$ cat src/rtl/cpu_multicycle_core.sv
// Multi-cycle 19-bit-instruction CPU with a configurable datapath width and one
// shared instruction/data memory port that accepts wait states through mem_ready.
module cpu_multicycle_core #(
  parameter int XLEN     = 19,
  parameter int RESET_PC = 0
) (
  input  logic            clk,
  input  logic            reset,
  output logic            mem_req,
  output logic            mem_we,
  output logic [XLEN-1:0] mem_addr,
  output logic [XLEN-1:0] mem_wdata,
  input  logic [XLEN-1:0] mem_rdata,
  input  logic            mem_ready,
  output logic [XLEN-1:0] pc_out,
  output logic            retire,
  output logic            halted
);

  typedef enum logic [2:0] {FETCH, DECODE, EXEC, MEM, WB, HALT} state_t;

  localparam logic [3:0] OP_ALU   = 4'd0;
  localparam logic [3:0] OP_ADDI  = 4'd1;
  localparam logic [3:0] OP_LOAD  = 4'd2;
  localparam logic [3:0] OP_STORE = 4'd3;
  localparam logic [3:0] OP_BEQ   = 4'd4;
  localparam logic [3:0] OP_JAL   = 4'd5;

  localparam logic [XLEN-1:0] RESET_PC_V = XLEN'(RESET_PC);
  localparam logic [XLEN-1:0] XLEN_V     = XLEN'(XLEN);

  state_t          stateReg, stateNext;
  logic [XLEN-1:0] pcReg;
  logic [18:0]     irReg;
  logic [XLEN-1:0] aReg, bReg, dReg;
  logic [XLEN-1:0] resReg, addrReg;
  logic            idleReg;
  logic [XLEN-1:0] rf [16];

  logic [3:0]      op, rd, rs1, rs2;
  logic [2:0]      f3;
  logic [XLEN-1:0] imm4, imm11, pcPlus1, shamt, aluRes;
  logic            isStore, opLegal;

  assign op      = irReg[3:0];
  assign rd      = irReg[7:4];
  assign f3      = irReg[10:8];
  assign rs1     = irReg[14:11];
  assign rs2     = irReg[18:15];
  assign imm4    = {{(XLEN-4){irReg[18]}}, irReg[18:15]};
  assign imm11   = {{(XLEN-11){irReg[18]}}, irReg[18:8]};
  assign pcPlus1 = pcReg + XLEN'(1);
  assign shamt   = bReg % XLEN_V;
  assign isStore = (op == OP_STORE);
  assign opLegal = (op <= OP_JAL);

  assign pc_out    = pcReg;
  assign mem_wdata = dReg;

  always_comb begin
    aluRes = '0;
    case (f3)
      3'd0: aluRes = aReg + bReg;
      3'd1: aluRes = aReg - bReg;
      3'd2: aluRes = aReg & bReg;
      3'd3: aluRes = aReg | bReg;
      3'd4: aluRes = aReg ^ bReg;
      3'd5: aluRes = {{(XLEN-1){1'b0}}, ($signed(aReg) < $signed(bReg))};
      3'd6: aluRes = aReg << shamt;
      default: aluRes = aReg >> shamt;
    endcase
  end

  always_ff @(posedge clk) begin
    if (reset) begin
      stateReg <= FETCH;
      idleReg  <= 1'b1;
    end else begin
      stateReg <= stateNext;
      idleReg  <= 1'b0;
    end
  end

  // idleReg keeps the port quiet for the first cycle after reset so a request
  // that was in flight when reset hit is dropped rather than reissued.
  always_comb begin
    stateNext = stateReg;
    mem_req   = 1'b0;
    mem_we    = 1'b0;
    mem_addr  = pcReg;
    retire    = 1'b0;
    halted    = 1'b0;
    case (stateReg)
      FETCH: begin
        mem_req = !idleReg;
        if (!idleReg && mem_ready) stateNext = DECODE;
      end
      DECODE: stateNext = opLegal ? EXEC : HALT;
      EXEC: begin
        if (op == OP_LOAD || op == OP_STORE) begin
          stateNext = MEM;
        end else if (op == OP_BEQ) begin
          stateNext = FETCH;
          retire    = 1'b1;
        end else begin
          stateNext = WB;
        end
      end
      MEM: begin
        mem_req  = 1'b1;
        mem_we   = isStore;
        mem_addr = addrReg;
        if (mem_ready) begin
          stateNext = isStore ? FETCH : WB;
          retire    = isStore;
        end
      end
      WB: begin
        retire    = 1'b1;
        stateNext = FETCH;
      end
      HALT: halted = 1'b1;
      default: stateNext = FETCH;
    endcase
  end

  always_ff @(posedge clk) begin
    if (reset) begin
      pcReg   <= RESET_PC_V;
      irReg   <= '0;
      aReg    <= '0;
      bReg    <= '0;
      dReg    <= '0;
      resReg  <= '0;
      addrReg <= '0;
      for (int i = 0; i < 16; i++) rf[i] <= '0;
    end else begin
      case (stateReg)
        FETCH: if (!idleReg && mem_ready) irReg <= mem_rdata[18:0];
        DECODE: begin
          aReg <= rf[rs1];
          bReg <= rf[rs2];
          dReg <= rf[rd];
        end
        EXEC: begin
          case (op)
            OP_ALU:   resReg  <= aluRes;
            OP_ADDI:  resReg  <= aReg + imm4;
            OP_LOAD,
            OP_STORE: addrReg <= aReg + imm4;
            OP_BEQ:   pcReg   <= (dReg == aReg) ? pcReg + imm4 : pcPlus1;
            OP_JAL: begin
              resReg <= pcPlus1;
              pcReg  <= pcReg + imm11;
            end
            default: resReg <= resReg;
          endcase
        end
        MEM: begin
          if (mem_ready) begin
            if (isStore) pcReg  <= pcPlus1;
            else         resReg <= mem_rdata;
          end
        end
        WB: begin
          // r0 is never written, so reads of it stay zero without a read-side mux
          if (rd != 4'd0) rf[rd] <= resReg;
          if (op != OP_JAL) pcReg <= pcPlus1;
        end
        default: pcReg <= pcReg;
      endcase
    end
  end

endmodule

$ cat config.mk
export PLATFORM = sky130hd
export DESIGN_NAME = cpu_multicycle_core
export DESIGN_NICKNAME = d
export VERILOG_FILES = /design/src/rtl/cpu_multicycle_core.sv
export SDC_FILE = /design/constraint.sdc
export NUM_CORES = 1
export LEC_CHECK = 0
export CAP_MARGIN = 20
export CORE_ASPECT_RATIO = 1.2
export CORE_MARGIN = 2
export CORE_UTILIZATION = 30
export CTS_BUF_LIST = sky130_fd_sc_hd__clkbuf_4
export DETAILED_ROUTE_END_ITERATION = 7
export HOLD_SLACK_MARGIN = 0.02
export PLACE_DENSITY = 0.46
export SLEW_MARGIN = 10
export SYNTH_ARGS = -nofsm -noshare
export SYNTH_HDL_FRONTEND = slang
export SYNTH_SLANG_ARGS = --single-unit
export TNS_END_PERCENT = 5
$ cat constraint.sdc
create_clock -name clk -period 21.7 [get_ports clk]
set_input_delay 4.34 -clock clk [delete_from_list [all_inputs] [get_ports clk]]
set_output_delay 4.34 -clock clk [all_outputs]
set_load 0.02 [all_outputs]
* After elaboration in Yosys (flattened, before gate mapping)
Memory sizes are Yosys's and may differ from the RTL's. A register that Yosys moved wholly into a read port is not among the register bits.
Cells that the tools add are included.
** Word-level totals
- Bits in registers :: 80
- RAM bits :: 304
- Memories :: 1
- Word-level logic and storage cells :: 98
** Cells by class
- Shift operators :: 2
- Bitwise logic cells :: 4
- Magnitude comparators :: 2
- Eq/ne operators :: 25
- Add/subtract/negate cells :: 6
- Reduce and logical (&&, ||, !) cells :: 16
- Div/mod/pow operators :: 1
- Multiplexer cells :: 35
** Memories
- rf :: words 16, width 19, rd ports 3, clocked after memory_dff 3, wr ports 16, RTL line 38 : logic [XLEN-1:0] rf [16];
** Operator list (number)
- 19-bit two-way mux :: 8
- 19-bit one-hot mux with 7 select lines :: 1
- 19-bit one-hot mux with 3 select lines :: 2
- 19-bit adder :: 4
- 19-bit one-hot mux with 2 select lines :: 2
- 19-bit by 1-bit adder with 19-bit output (second input constant) :: 1
- 19-bit AND :: 1
- 19-bit == test :: 1
- 19-bit less-than comparator :: 1
- 19-bit by 5-bit modulo with 19-bit output (second input constant) :: 1
- 19-bit OR :: 1
- 19-bit OR reduction :: 1
- 19-bit by 19-bit << shifter with 19-bit output :: 1
- 19-bit by 19-bit right shift with 19-bit output :: 1
- 19-bit subtractor :: 1
- 19-bit XOR :: 1
- 3-bit two-way mux :: 6
- 3-bit == test (second input constant) :: 5
- 3-bit one-hot mux with 5 select lines :: 1
- 3-bit by 2-bit == test with 1-bit output (second input constant) :: 4
- 1-bit two-way mux :: 12
- 2-bit inequality test (second input constant) :: 5
- 4-bit by 2-bit == test with 1-bit output (second input constant) :: 2
- 4-bit by 3-bit == test with 1-bit output (second input constant) :: 2
- 23 further kinds :: 26

* Depth between registers and ports, before layout
- Depth in word-level cells :: 7
- Depth in mapped cells :: 50
- Gate-level depth less buffers :: 42

* Worst setup path before layout
OpenSTA, ideal clock, no wires.
- Path type :: reg-to-reg
- Start point :: register bReg[13] (read register of rf)
- End point :: register resReg[14]
- Clock period less this slack :: 10523 ps
- Buffers on the path :: 4
- Data arrival time :: 10391 ps
- Setup slack :: 11177 ps
- Cell stages (with the launch flop) :: 45
- Cell sequence :: dfxtp_1 buf_4 buf_4 a21boi_1 xnor2_1 a2bb2oi_2 o211ai_1 a32oi_1 nor2b_1 buf_2 mux2_4 a211o_2 nand2_1 mux2i_1 a211oi_1 nor4_2 or4b_1 nand3_2 [... 9 more ...] o21ai_4 a21oi_2 a311o_2 o31ai_1 a2111oi_2 o22ai_2 a21oi_2 or2_2 inv_1 ha_1 a31oi_2 nand4_1 o311ai_4 buf_6 mux4_2 mux2_2 a221oi_1 a211oi_1
** Between the ends
- Longest elaborated chain between the ends :: 5
- Elaborated cells between the ends (all ways) :: 8
** RTL lines
- from (decl) :: RTL line 35 : logic [XLEN-1:0] aReg, bReg, dReg;
- 19-bit by 5-bit modulo with 19-bit output :: RTL line 53 : assign shamt = bReg % XLEN_V;
- 19-bit by 19-bit right shift with 19-bit output or 19-bit by 19-bit << shifter with 19-bit output (tied branches) :: RTL line 70, 69
- 19-bit one-hot mux with 7 select lines (*) :: RTL line 62 : case (f3)
- 19-bit one-hot mux with 3 select lines (*) :: RTL line 146 : case (op)
- 19-bit one-hot mux with 2 select lines (*) :: RTL line 138 : case (stateReg)
- to (signal assigned) :: RTL line 147 : OP_ALU: resReg <= aluRes;
- to (signal assigned) :: RTL line 148 : OP_ADDI: resReg <= aReg + imm4;
- to (signal assigned) :: RTL line 153 : resReg <= pcPlus1;
- to (decl) :: RTL line 36 : logic [XLEN-1:0] resReg, addrReg;
Mark *: on every way between the ends. The rest lies on a longest branch, timed or not.
A chain may end at the register's enable or synchronous reset.

* Worst setup path in the final report
- Start point :: register bReg[15] (read register of rf)
- End point :: register resReg[0]
Same word-level chain as after synthesis.

==> run_results.csv <==
group,metric,value,unit
status,status,"complete, no violations",
clock_network,post_cts_buffers,0,
finish,layout-drive-gt1-share,0.2089,
clock_network,cts_max_level,4,
finish,fin_cells,5038,
clock_network,cts_hold_buf,0,
finish,areaGrowthSynthToFinish,12.50,%
yosys,synth.avg_cell_area,10.31,um^2
clock_network,cts_tree,"done",
yosys,synth_enable_flop_cells,304,
yosys,synthCells,3360,
sta,min_period,13.41,ns
placed_design,place_inst,4804,
floorplanning,die_area,118200,um^2
placed_design,place_hpwl,95810,um
run,drv_cap,0,
yosys,synthFlopType,"edfxtp_1",
floorplanning,num_rows,136,
clock_network,numCtsBuffers,132,
placed_design,place_congestion,0.9725,
clock_network,cts_root_buf,"clkbuf_4",
floorplanning,start_util,0.3024,
sta,finalHoldViolations,0,
sta,slew_headroom,0.2652,
floorplanning,dieWidth,314.1,um
worst_setup_path,startpoint_type,"flop",
global_route,grt_pass1_vias,28780,
worst_setup_path,required,22.55,ns
worst_setup_path,end_kind,"flop",
finish,design_area,38960,um^2
sta,timing.final.crit_share,0.6181,
worst_hold_path,min_path_type,"reg2reg",
sta,setup_viol,0,
clock_network,clockBufferDepth,3,
drt,detail_route.first_pass.iterations,5,
drt,ant_nets,0,
clock_network,clock-sinks,441,
drt,via_count,28770,
drt,drc_errors,0,
yosys,synth_seq_cells,441,
finish,nets,3554,
worst_setup_path,cp_slowest_cell,"dfxtp_1",
clock_network,cts.clk_slew.worst_paths,0.07,ns
global_route,grt_pass1_wl,200200,um
clock_network,post_cts_resize_count,0,
worst_setup_path,criticalPathCategory,"reg2reg",
sta,slew_viol_final,0,
floorplanning,io_pins,83,
sta,skew,0.1010,ns
global_route,grt-ovfl-total,0,
yosys,synth-seq-area-share,0.3428,
floorplanning,coreArea,114500,um^2
sta,fin_hold_ws,0.4560,ns
sta,worst_slew_pin_slew,1.102,ns
drt,routed_wl,137500,um
yosys,ys_types,117,
yosys,async_flop_share,0,
floorplanning,fp.dieH,376.2,um
sta,rsz0062_at_grt,"no",
yosys,synth_area,34630,um^2
global_route,antenna_found_initial,7,
worst_setup_path,critPathArrivalTime,14.26,ns
global_route,grt_max_degree,63,
clock_network,clk_latency,1.00,ns
worst_setup_path,crit_path_max_fanout,46,
placed_design,port_buffers,82,
sta,max_clock_freq,0.07455,GHz
drt,avgRoutedWirePerCell,27.30,um
global_route,grt_usage,0.2304,
finish,final_cell_mix,"nand2_1 (372), edfxtp_1 (304), and2_1 (295), mux4_2 (294), a21oi_1 (237)",
worst_setup_path,worst_path_largest_cell_delay,0.85,ns
drt,viasPerCell,5.711,
placed_design,place_area,37180,um^2
yosys,yosysWarnings,0,
sta,fin_tns_setup,0,ns
finish,layout_commonest_cell,"nand2_1",
drt,drt_iter0_markers,2631,
worst_setup_path,critical_path.most_common_cell,"a211oi_1",
cell families (layout without fill, tap and decap cells):
kind of cell,after synthesis,count (layout),share of synthesized area
mux,398,398,0.2223
other cells,1,20,0.0001083
buf+inv,353,494,0.04065
flops,441,441,0.3428
simple gates,1136,1136,0.1635
xor+xnor,111,111,0.02851
fa+ha+maj,112,112,0.04148
compound gates,808,808,0.1606
worst max-delay path, delay by kind of cell, from the launching register on:
kind	cells	cell delay (ns)
mux	5	1.80
xor+xnor	1	0.49
compound gates	21	6.00
simple gates	11	2.75
buf+inv	3	1.05
fa+ha+maj	1	0.27
flops	1	0.85
flip-flops by register name, summed over array words and instances, names as in the netlist:
signal / cells
idleReg: 1
stateReg: 3
mem_wdata: 19
resReg: 19
addrReg: 19
rf: 304
bReg: 19
pc_out: 19
aReg: 19
irReg: 19
area by class of cell:
| class | count | area, um^2 |
|---|---|---|
| antenna | 1 | 2.502 |
| sequential | 441 | 11900 |
| fill | 11620 | 75560 |
| inverter | 89 | 334.1 |
| clock buffer | 203 | 1524 |
| tap | 1518 | 1899 |
| timing repair buffer | 173 | 1509 |
| clock inverter | 29 | 240.2 |
| multi-input combinational | 2584 | 21540 |
metal layers:
layer / up-vias / routed length (um) / GRT usage
li1: 12950 / - / -
met1: 14540 / 55570 / 0.2848
met2: 1020 / 68830 / 0.3999
met3: 254 / 7698 / 0.03500
met4: 4 / 5421 / 0.09308
met5: - / 29 / 0
cells in the mapped netlist (19+ instances only):
library cell  count  area [um^2]
and3_1           21        131.4
nand3_1          51        255.2
nand2b_1         35        219.0
ha_1            106         1326
a21o_1           41        307.8
buf_1            25        93.84
mux4_2          294         6621
dfxtp_1         137         2743
a22oi_1          38        285.3
inv_1            83        311.6
clkbuf_1        206        773.2
xor2_1           41        359.1
a21oi_1         237         1186
mux2i_1          82        820.8
nor3_1           54        270.3
a31oi_1          25        156.4
o21bai_1         26        195.2
o21ai_0         115        575.6
edfxtp_1        304         9129
xnor2_1          68        595.6
o221ai_1         27        236.5
nand2_1         372         1396
and2_1          295         1846
o22ai_1          39        244.0
nor2_1          198        743.2
buf_2            21        105.1
nor4_1           19        118.9
a211oi_1         32        240.2
o211ai_1         24        180.2
path summary, 6_finish.rpt:
check	slack [ns]	to	start	cells after the start
setup / recovery	8.29	resReg[0]	bReg[15]	42
hold / removal	0.46	addrReg[0]	addrReg[0]	2
setup reg to reg	8.29	resReg[0]	bReg[15]	42
hold reg to reg	0.46	addrReg[0]	addrReg[0]	2
stage by stage:
step                setup WS, ns    util
floorplan                  11.18       -
global placement           8.590  0.3246
detailed placement         8.510  0.3246
CTS                        8.500  0.3400
global route               7.285  0.3402
finish                     8.286  0.3402
Power is left out: the tool's default activity adds up to more than one toggle a clock period on the data nets, which glitch-free logic cannot reach.
